`src/rtl/atm_pkg.sv`:
```
// Shared definitions for the ATM session controller: one-hot session
// states, currency codes, menu option codes and the core's OK status.
package atm_pkg;

    // One-hot session state presented to the ATM core, IDLE = bit0 .. SUCCESS = bit14.
    typedef enum logic [15:0] {
        ST_IDLE                      = 16'h0001,
        ST_ACC_NUM                   = 16'h0002,
        ST_PIN_INPUT                 = 16'h0004,
        ST_MENU                      = 16'h0008,
        ST_SHOW_BALANCES             = 16'h0010,
        ST_CONVERT_CURRENCY          = 16'h0020,
        ST_SELECT_CURRENCY_CONVERT_1 = 16'h0040,
        ST_SELECT_CURRENCY_CONVERT_2 = 16'h0080,
        ST_WITHDRAW                  = 16'h0100,
        ST_SELECT_AMOUNT_WITHDRAW    = 16'h0200,
        ST_TRANSFER                  = 16'h0400,
        ST_SELECT_CURRENCY_TRANSFER  = 16'h0800,
        ST_SELECT_AMOUNT_TRANSFER    = 16'h1000,
        ST_ERROR                     = 16'h2000,
        ST_SUCCESS                   = 16'h4000
    } atm_state_e;

    typedef enum logic [2:0] {
        CUR_USD = 3'd0,
        CUR_BTC = 3'd1,
        CUR_ETH = 3'd2,
        CUR_XRP = 3'd3,
        CUR_LTC = 3'd4
    } currency_e;

    typedef enum logic [1:0] {
        OPT_BALANCES = 2'b00,
        OPT_CONVERT  = 2'b01,
        OPT_WITHDRAW = 2'b10,
        OPT_TRANSFER = 2'b11
    } menu_opt_e;

    localparam logic [3:0] STATUS_OK = 4'd0;

    // States in which ENTER hands a request to the core (ready strobe + status wait).
    function automatic logic is_txn_state(atm_state_e s);
        return (s == ST_ACC_NUM)                   || (s == ST_PIN_INPUT) ||
               (s == ST_SELECT_CURRENCY_CONVERT_1) || (s == ST_SELECT_CURRENCY_CONVERT_2) ||
               (s == ST_SELECT_AMOUNT_WITHDRAW)    || (s == ST_TRANSFER) ||
               (s == ST_SELECT_AMOUNT_TRANSFER);
    endfunction

endpackage

```
`src/rtl/atm_btn_edge.sv`:
```
// Two-flop rising-edge detector for a debounced button level.
// ev_o is high for exactly one cycle per press.
module atm_btn_edge (
    input  logic clk,
    input  logic rst_n,
    input  logic btn_i,
    output logic ev_o
);

    logic lvl_q;
    logic lvl_prev_q;

    // Register the level and its previous value.
    always_ff @(posedge clk or negedge rst_n) begin
        if (!rst_n) begin
            lvl_q      <= 1'b0;
            lvl_prev_q <= 1'b0;
        end else begin
            lvl_q      <= btn_i;
            lvl_prev_q <= lvl_q;
        end
    end

    assign ev_o = lvl_q & ~lvl_prev_q;

endmodule

```
`src/rtl/atm_session_ctrl.sv`:
```
// ATM session controller: turns card/button/menu inputs into the one-hot
// current_state and ready strobes for the ATM core, and routes the flow on
// the core's status_code.
// Handshake: a transaction ENTER raises ready for exactly one cycle and busy
// from that cycle on; status_code is sampled RESP_LAT cycles after the ready
// cycle, on the same edge that clears busy and moves current_state.
// Optional feature macro: ATM_TIMEOUT_EN (inactivity logout).
module atm_session_ctrl
    import atm_pkg::*;
#(
    parameter int unsigned RESP_LAT       = 2,
    parameter int unsigned MAX_PIN_TRIES  = 3,
    parameter int unsigned MSG_CYCLES     = 100,
    parameter int unsigned TIMEOUT_CYCLES = 1000000
) (
    input  logic        clk,
    input  logic        rst_n,
    input  logic        card_in,
    input  logic        enter_btn,
    input  logic        back_btn,
    input  logic [1:0]  menuOption,
    input  logic [3:0]  status_code,
    output logic [15:0] current_state,
    output logic        ready,
    output logic        authenticated,
    output logic        pin_locked,
    output logic        busy
);

    localparam int LAT_W = (RESP_LAT > 0) ? $clog2(RESP_LAT + 1) : 1;
    localparam int MSG_W = (MSG_CYCLES > 1) ? $clog2(MSG_CYCLES + 1) : 1;

    atm_state_e     state_q, state_d;
    logic           ready_q, ready_d;
    logic           busy_q, busy_d;
    logic [LAT_W-1:0] lat_cnt_q, lat_cnt_d;
    logic           auth_q, auth_d;
    logic           lock_q, lock_d;
    logic [2:0]     retry_q, retry_d;
    logic [MSG_W-1:0] msg_cnt_q, msg_cnt_d;
    logic           card_prev_q;

    logic           enter_ev;
    logic           back_ev;
    logic           card_rise;
    logic           msg_done;
    logic           status_ok;
    logic           timeout_hit;

    atm_btn_edge u_enter_edge (
        .clk   (clk),
        .rst_n (rst_n),
        .btn_i (enter_btn),
        .ev_o  (enter_ev)
    );

    atm_btn_edge u_back_edge (
        .clk   (clk),
        .rst_n (rst_n),
        .btn_i (back_btn),
        .ev_o  (back_ev)
    );

    assign card_rise = card_in & ~card_prev_q;
    assign msg_done  = (msg_cnt_q == MSG_W'(MSG_CYCLES - 1));
    assign status_ok = (status_code == STATUS_OK);

`ifdef ATM_TIMEOUT_EN
    localparam int TO_W = $clog2(TIMEOUT_CYCLES + 1);

    logic [TO_W-1:0] to_cnt_q, to_cnt_d;
    logic            activity;

    // Inactivity counter: idle outside IDLE, cleared by any activity, held at zero while busy.
    always_comb begin
        activity    = enter_ev | back_ev | (card_in ^ card_prev_q);
        timeout_hit = (state_q != ST_IDLE) && !busy_q && !activity &&
                      (to_cnt_q == TO_W'(TIMEOUT_CYCLES - 1));
        if ((state_q == ST_IDLE) || busy_q || activity || timeout_hit) begin
            to_cnt_d = '0;
        end else begin
            to_cnt_d = to_cnt_q + TO_W'(1);
        end
    end

    // Inactivity counter register.
    always_ff @(posedge clk or negedge rst_n) begin
        if (!rst_n) begin
            to_cnt_q <= '0;
        end else begin
            to_cnt_q <= to_cnt_d;
        end
    end
`else
    assign timeout_hit = 1'b0;
`endif

    // Next-state and output logic; card removal has top priority, then the busy window.
    always_comb begin
        state_d   = state_q;
        ready_d   = 1'b0;
        busy_d    = busy_q;
        lat_cnt_d = lat_cnt_q;
        auth_d    = auth_q;
        lock_d    = lock_q;
        retry_d   = retry_q;
        msg_cnt_d = '0;

        if (!card_in) begin
            state_d   = ST_IDLE;
            busy_d    = 1'b0;
            lat_cnt_d = '0;
            lock_d    = 1'b0;
            retry_d   = '0;
        end else if (busy_q) begin
            if (lat_cnt_q == LAT_W'(RESP_LAT)) begin
                busy_d    = 1'b0;
                lat_cnt_d = '0;
                if (status_ok) begin
                    case (state_q)
                        ST_ACC_NUM:                   state_d = ST_PIN_INPUT;
                        ST_PIN_INPUT: begin
                            state_d = ST_MENU;
                            auth_d  = 1'b1;
                            retry_d = '0;
                        end
                        ST_SELECT_CURRENCY_CONVERT_1: state_d = ST_SELECT_CURRENCY_CONVERT_2;
                        ST_SELECT_CURRENCY_CONVERT_2: state_d = ST_SUCCESS;
                        ST_SELECT_AMOUNT_WITHDRAW:    state_d = ST_SUCCESS;
                        ST_TRANSFER:                  state_d = ST_SELECT_CURRENCY_TRANSFER;
                        ST_SELECT_AMOUNT_TRANSFER:    state_d = ST_SUCCESS;
                        default:                      state_d = state_q;
                    endcase
                end else if (state_q == ST_PIN_INPUT) begin
                    retry_d = retry_q + 3'd1;
                    if (retry_d == 3'(MAX_PIN_TRIES)) begin
                        lock_d  = 1'b1;
                        state_d = ST_ERROR;
                    end
                end else begin
                    state_d = ST_ERROR;
                end
            end else begin
                lat_cnt_d = lat_cnt_q + LAT_W'(1);
            end
        end else if (timeout_hit) begin
            state_d = ST_IDLE;
        end else if (is_txn_state(state_q)) begin
            // Back beats enter when both fire in the same cycle.
            if (back_ev) begin
                state_d = ((state_q == ST_ACC_NUM) || (state_q == ST_PIN_INPUT)) ? ST_IDLE : ST_MENU;
            end else if (enter_ev) begin
                ready_d   = 1'b1;
                busy_d    = 1'b1;
                lat_cnt_d = '0;
            end
        end else begin
            case (state_q)
                ST_IDLE: begin
                    if (card_rise && !lock_q) state_d = ST_ACC_NUM;
                end
                ST_MENU: begin
                    if (back_ev) begin
                        state_d = ST_IDLE;
                    end else if (enter_ev) begin
                        case (menuOption)
                            OPT_BALANCES: state_d = ST_SHOW_BALANCES;
                            OPT_CONVERT:  state_d = ST_CONVERT_CURRENCY;
                            OPT_WITHDRAW: state_d = ST_WITHDRAW;
                            default:      state_d = ST_TRANSFER;
                        endcase
                    end
                end
                ST_SHOW_BALANCES: begin
                    if (back_ev || enter_ev) state_d = ST_MENU;
                end
                ST_CONVERT_CURRENCY: begin
                    if (back_ev)       state_d = ST_MENU;
                    else if (enter_ev) state_d = ST_SELECT_CURRENCY_CONVERT_1;
                end
                ST_WITHDRAW: begin
                    if (back_ev)       state_d = ST_MENU;
                    else if (enter_ev) state_d = ST_SELECT_AMOUNT_WITHDRAW;
                end
                ST_SELECT_CURRENCY_TRANSFER: begin
                    if (back_ev)       state_d = ST_MENU;
                    else if (enter_ev) state_d = ST_SELECT_AMOUNT_TRANSFER;
                end
                ST_ERROR: begin
                    if (msg_done) state_d = (lock_q || !auth_q) ? ST_IDLE : ST_MENU;
                    else          msg_cnt_d = msg_cnt_q + MSG_W'(1);
                end
                ST_SUCCESS: begin
                    if (msg_done) state_d = ST_MENU;
                    else          msg_cnt_d = msg_cnt_q + MSG_W'(1);
                end
                default: state_d = ST_IDLE;
            endcase
        end

        // Every route back to IDLE ends the authenticated session.
        if (state_d == ST_IDLE) auth_d = 1'b0;
    end

    // State and session registers.
    always_ff @(posedge clk or negedge rst_n) begin
        if (!rst_n) begin
            state_q     <= ST_IDLE;
            ready_q     <= 1'b0;
            busy_q      <= 1'b0;
            lat_cnt_q   <= '0;
            auth_q      <= 1'b0;
            lock_q      <= 1'b0;
            retry_q     <= '0;
            msg_cnt_q   <= '0;
            card_prev_q <= 1'b0;
        end else begin
            state_q     <= state_d;
            ready_q     <= ready_d;
            busy_q      <= busy_d;
            lat_cnt_q   <= lat_cnt_d;
            auth_q      <= auth_d;
            lock_q      <= lock_d;
            retry_q     <= retry_d;
            msg_cnt_q   <= msg_cnt_d;
            card_prev_q <= card_in;
        end
    end

    assign current_state = state_q;
    assign ready         = ready_q;
    assign authenticated = auth_q;
    assign pin_locked    = lock_q;
    assign busy          = busy_q;

endmodule

```
`config.mk`:
```
export PLATFORM = sky130hd
export DESIGN_NAME = atm_session_ctrl
export DESIGN_NICKNAME = d
export VERILOG_FILES = /design/src/rtl/atm_pkg.sv /design/src/rtl/atm_btn_edge.sv /design/src/rtl/atm_session_ctrl.sv
export SDC_FILE = /design/constraint.sdc
export NUM_CORES = 1
export LEC_CHECK = 0
export ABC_AREA = 1
export CAP_MARGIN = 20
export CORE_ASPECT_RATIO = 0.7
export CORE_MARGIN = 2
export CORE_UTILIZATION = 35
export DETAILED_ROUTE_END_ITERATION = 16
export DONT_BUFFER_PORTS = 1
export MAX_ROUTING_LAYER = met4
export PLACE_DENSITY_LB_ADDON = 0.3
export SLEW_MARGIN = 15
export SYNTH_ARGS = -nofsm -noshare
export SYNTH_HDL_FRONTEND = slang
export SYNTH_SLANG_ARGS = --single-unit
```
`constraint.sdc`:
```
create_clock -name clk -period 2.3 [get_ports clk]
set_clock_uncertainty 0.1 [all_clocks]
set_input_delay 0.345 -clock clk [delete_from_list [all_inputs] [get_ports clk]]
set_output_delay 0.345 -clock clk [all_outputs]
set_load 0.05 [all_outputs]
```
==> summary by stage <==
Pwr
Net switching is 30.56% of the power. Per report_power, the sequential group accounts for 33.0% of the total. The power density relative to cell area is 478.7 mW/mm2.

The worst-case IR drop observed on VDD is 404.0 uV. The portion of total power attributed to combinational logic is 27.3%. The clock network fraction of design power is 39.7%.

Total power for the finished layout comes to 2.094 mW. For this design the static power due to leakage is 2.335 nW. The net switching component of the power is 640.0 uW.

The internal power is 1.454 mW.

Die
Measured along the y axis, the die boundary spans 80.38 um. The die area is 0.009091 mm2. The region available for standard cell placement spans 0.007973 mm2. The initial standard-cell utilization of the core is 36.58%.

The number of ports placed on the die boundary is 31. The floorplan has 27 rows. The floorplan step set the die width to 113.1 um.

Timing
Setup repair after global routing could not meet its margin everywhere. At the pin with the least slew margin, the transition time is 439.0 ps. The relative max-transition margin is 70.75%.

The final count of negative-setup-slack endpoints is 2. Hold timing on the final database bottoms out at a slack of 156.0 ps. Static timing analysis puts the maximum clock frequency at 0.4179 GHz. The final period demand of the worst path is 2393 ps. The count of final max-slew check failures is 0. The setup slack after layout is -92.73 ps. The total count of hold-check failures in the final report is 0. The final critical path takes up 104.0% of the cycle. The setup TNS is -170.1 ps.

Worst setup path
Along the worst path, the maximum fanout reaches 6. The worst setup path is captured at a flip-flop. The startpoint identified for the worst register-to-register timing path is current_state[0]$_DFF_PN1_. The element type at the critical path start is a flip-flop.

At the worst endpoint, the required time is 2390 ps. The critical path class is reg2reg. The critical path starts at current_state[0]$_DFF_PN1_. Data on the critical path arrives at its endpoint at 2480 ps. The setup slack of the worst register-to-register path is -90 ps.

Outcome
The run finished, with violations left. The final reports fail on design-rule violations, negative setup slack.

Yosys
Yosys printed 0 warnings. Synthesis produced 441 cells. For this run, the leading register cell type out of synthesis is sky130_fd_sc_hd__dfrtp_1.

The distinct cell type count after synthesis is 37. In this run the cell area of the synthesized design comes to 0.002917 mm2. Averaged over all synthesized cells, the footprint is 6.613 um2. Synthesis inferred 37 register bits. The share of synthesized flip-flops with an asynchronous set or reset is 100.0%. By area the synthesized netlist is led by sky130_fd_sc_hd__dfrtp_1 (31%), sky130_fd_sc_hd__nand2_1 (13%), sky130_fd_sc_hd__inv_1 (9.5%). The number of flops mapped to enable cells by yosys is 0.

The number of nets produced by synthesis is 455. The top-area cell type share of the netlist area is 30.89%. The sequential fraction of the synthesis area is 31.79%. The cell type contributing the most total cell area after synthesis is sky130_fd_sc_hd__dfrtp_1.

Routing
Dividing the detail-routed via count by the number of cells gives 5.051. The count of antenna-violating nets left after detailed routing is 0. The length of the first detailed-routing pass in iterations is 13. Detailed routing inserted a total of 3,344 vias.

The wire length after detailed routing is 10,460 um. The number of design-rule violations left by the first detailed-router iteration is 353. After detailed routing, the average wire length per cell comes to 15.80 um. The number of DRC violations after detailed routing is 3.

Place
Buffers placed on the I/O ports in this run total 0. The area of placed instances is 0.003734 mm2. Detailed placement ended at an HPWL of 7647 um. The congestion estimate from routability-driven global placement came to 1.062.

Clock network
The CTS sink count is 37. The clock tree root buffer cell is sky130_fd_sc_hd__clkbuf_16. At the later pin of the worst-skew pair, clock insertion delay measures 290 ps. The number of buffers created by CTS is 5. The maximum level of the CTS H-tree is 2. After clock tree synthesis, the clock-pin slew on the worst setup and hold paths is 60 ps. TritonCTS built the clock tree.

The longest clock path from root to sink contains 2 buffers.

GRT
The remaining global-route overflow is 0. The number of global-route vias before repair was 2,962. The number of antenna violations at the first check in global routing was 0. The global-route wire length before repair is 15,480 um. Entering global routing, the biggest net connects 38 pins. In the global route stage, overall resource usage came out at 22.73%.

Finish
The repair_antennas step left the layout with diodes totalling 0. After routing the design area is 0.004374 mm2. The flip-flop and latch area is 938.4 um2. Cells with a size suffix above 1 make up 38.86% of the layout. Relative to the synthesized area, the layout overhead comes to 49.98%. The count of nets after finishing is 574. After filler insertion, the fill cell instance count of the layout stands at 758. The combined area of the multi-input logic cells is 0.001924 mm2.

Hold path
The worst hold path belongs to the class in2reg. The hold path startpoint is card_in.

Flow run
The max-capacitance violation count is 0.
registers in the layout, summed over array words and instances, names as in the netlist:
name and count:
u_back_edge.lvl_q 1, current_state 16, u_back_edge.lvl_prev_q 1, pin_locked 1, u_enter_edge.lvl_prev_q 1, card_prev_q 1
lat_cnt_q 2, u_enter_edge.lvl_q 1, msg_cnt_q 7, ready 1, retry_q 3, busy 1
authenticated 1
worst max-delay path, stage by stage (launching register included):
cell                       delay, ps
sky130_fd_sc_hd__dfstp_4         620
sky130_fd_sc_hd__nor2_4           40
sky130_fd_sc_hd__nand2_4         100
sky130_fd_sc_hd__nor2_4           70
sky130_fd_sc_hd__buf_4           160
sky130_fd_sc_hd__nand2_8          80
sky130_fd_sc_hd__nand2_4          60
sky130_fd_sc_hd__nor2_4           90
sky130_fd_sc_hd__nand2_2          90
sky130_fd_sc_hd__a21oi_4         160
sky130_fd_sc_hd__nand3_4         140
sky130_fd_sc_hd__nand3b_1        160
sky130_fd_sc_hd__nand3_2         110
sky130_fd_sc_hd__nor2_1          110
sky130_fd_sc_hd__nand3_1          90
sky130_fd_sc_hd__nand2_1          60
sky130_fd_sc_hd__inv_1            30
placed cells by master (no fill, tap or decap), types with 2 or more instances in the layout:
| cell | n |
|---|---|
| sky130_fd_sc_hd__inv_2 | 2 |
| sky130_fd_sc_hd__a21oi_2 | 3 |
| sky130_fd_sc_hd__buf_4 | 105 |
| sky130_fd_sc_hd__dfrtp_2 | 6 |
| sky130_fd_sc_hd__o211ai_1 | 2 |
| sky130_fd_sc_hd__buf_6 | 7 |
| sky130_fd_sc_hd__nand3_4 | 3 |
| sky130_fd_sc_hd__nand3_2 | 9 |
| sky130_fd_sc_hd__ha_1 | 3 |
| sky130_fd_sc_hd__clkbuf_16 | 5 |
| sky130_fd_sc_hd__nand2_4 | 10 |
| sky130_fd_sc_hd__or2_2 | 2 |
| sky130_fd_sc_hd__nand2_2 | 26 |
| sky130_fd_sc_hd__dfrtp_1 | 30 |
| sky130_fd_sc_hd__o21ai_0 | 13 |
| sky130_fd_sc_hd__nand3_1 | 31 |
| sky130_fd_sc_hd__a21oi_1 | 20 |
| sky130_fd_sc_hd__dlygate4sd3_1 | 4 |
| sky130_fd_sc_hd__nor2_4 | 15 |
| sky130_fd_sc_hd__nand2_1 | 89 |
| sky130_fd_sc_hd__inv_1 | 73 |
| sky130_fd_sc_hd__nor2_1 | 51 |
| sky130_fd_sc_hd__nor3_1 | 3 |
| sky130_fd_sc_hd__nand4_1 | 8 |
| sky130_fd_sc_hd__nand2_8 | 2 |
| sky130_fd_sc_hd__nor3_2 | 2 |
| sky130_fd_sc_hd__nor2_2 | 11 |
| sky130_fd_sc_hd__nand3b_1 | 3 |
| sky130_fd_sc_hd__xor2_1 | 4 |
| sky130_fd_sc_hd__o221ai_1 | 3 |
metal layers:
metal / vias to the layer above / GRT usage (%) / wire length (um)
li1: 1626 / - / -
met4: 0 / 3.415 / 134
met5: - / - / 0
met3: 19 / 4.453 / 1114
met1: 1530 / 33.95 / 4850
met2: 169 / 32.22 / 4357
cell type report:
type,count,share of cell area [%]
multi-input combinational,324,43.99
sequential,37,21.45
timing repair buffer,117,21.20
inverter,75,6.436
clock buffer,6,3.175
tap,101,2.889
clock inverter,2,0.8581
cells in the mapped netlist (all sizes together) (2+ instances only):
| cell type | instances |
|---|---|
| nand2 | 127 |
| nor2 | 77 |
| inv | 75 |
| nand3 | 43 |
| dfrtp | 36 |
| a21oi | 24 |
| o21ai | 15 |
| nand4 | 9 |
| buf | 5 |
| nor3 | 5 |
| nand3b | 4 |
| xor2 | 4 |
| ha | 3 |
| o221ai | 3 |
| o211ai | 2 |
| or2 | 2 |
logic make-up after synthesis:
family	synth area share (%)
AND/OR/NAND/NOR	44.92
buffers and inverters	11.20
AO/OA/AOI/OAI	9.310
flip-flops	31.79
XOR/XNOR	1.501
adder cells (fa/ha/maj)	1.287
final timing paths:
path,cells past startpoint,end
worst max-delay path,16,authenticated$_DFFE_PN0P_
worst min-delay path,2,busy$_DFF_PN0_
worst max register to register,16,authenticated$_DFFE_PN0P_
worst min register to register,0,u_enter_edge.lvl_prev_q$_DFF_PN0_
max in group asynchronous,2,current_state[0]$_DFF_PN1_
min in group asynchronous,2,current_state[11]$_DFF_PN0_
power by group through the flow:
stage | sequential [mW] | combinational (mW) | clock (mW)
floorplan | 0.732 | 0.226 | 0
global placement | 0.700 | 0.428 | 0
detailed placement | 0.700 | 0.427 | 0
CTS | 0.688 | 0.471 | 0.845
global route | 0.693 | 0.612 | 0.881
finish | 0.691 | 0.572 | 0.831
stage by stage:
step                std cells  setup slack [ps]  utilization [%]
floorplan                 441             7.010                -
global placement          631            -164.5            46.83
detailed placement        631            -182.6            46.83
CTS                       648            -76.76            50.60
global route              662            -188.6            54.86
finish                    662            -92.73            54.86
repair_timing:
action / 4_1_cts / 5_1_grt
setup endpoints to repair: 1 / 8
resized for setup: 8 / 63
hold buffers: 5 / 0
cloned: 0 / 1
setup buffers: 4 / 14
hold endpoints to repair: 40 / 0
pin swaps: 6 / 18
Note: power is estimated with default switching activity, not from simulation.
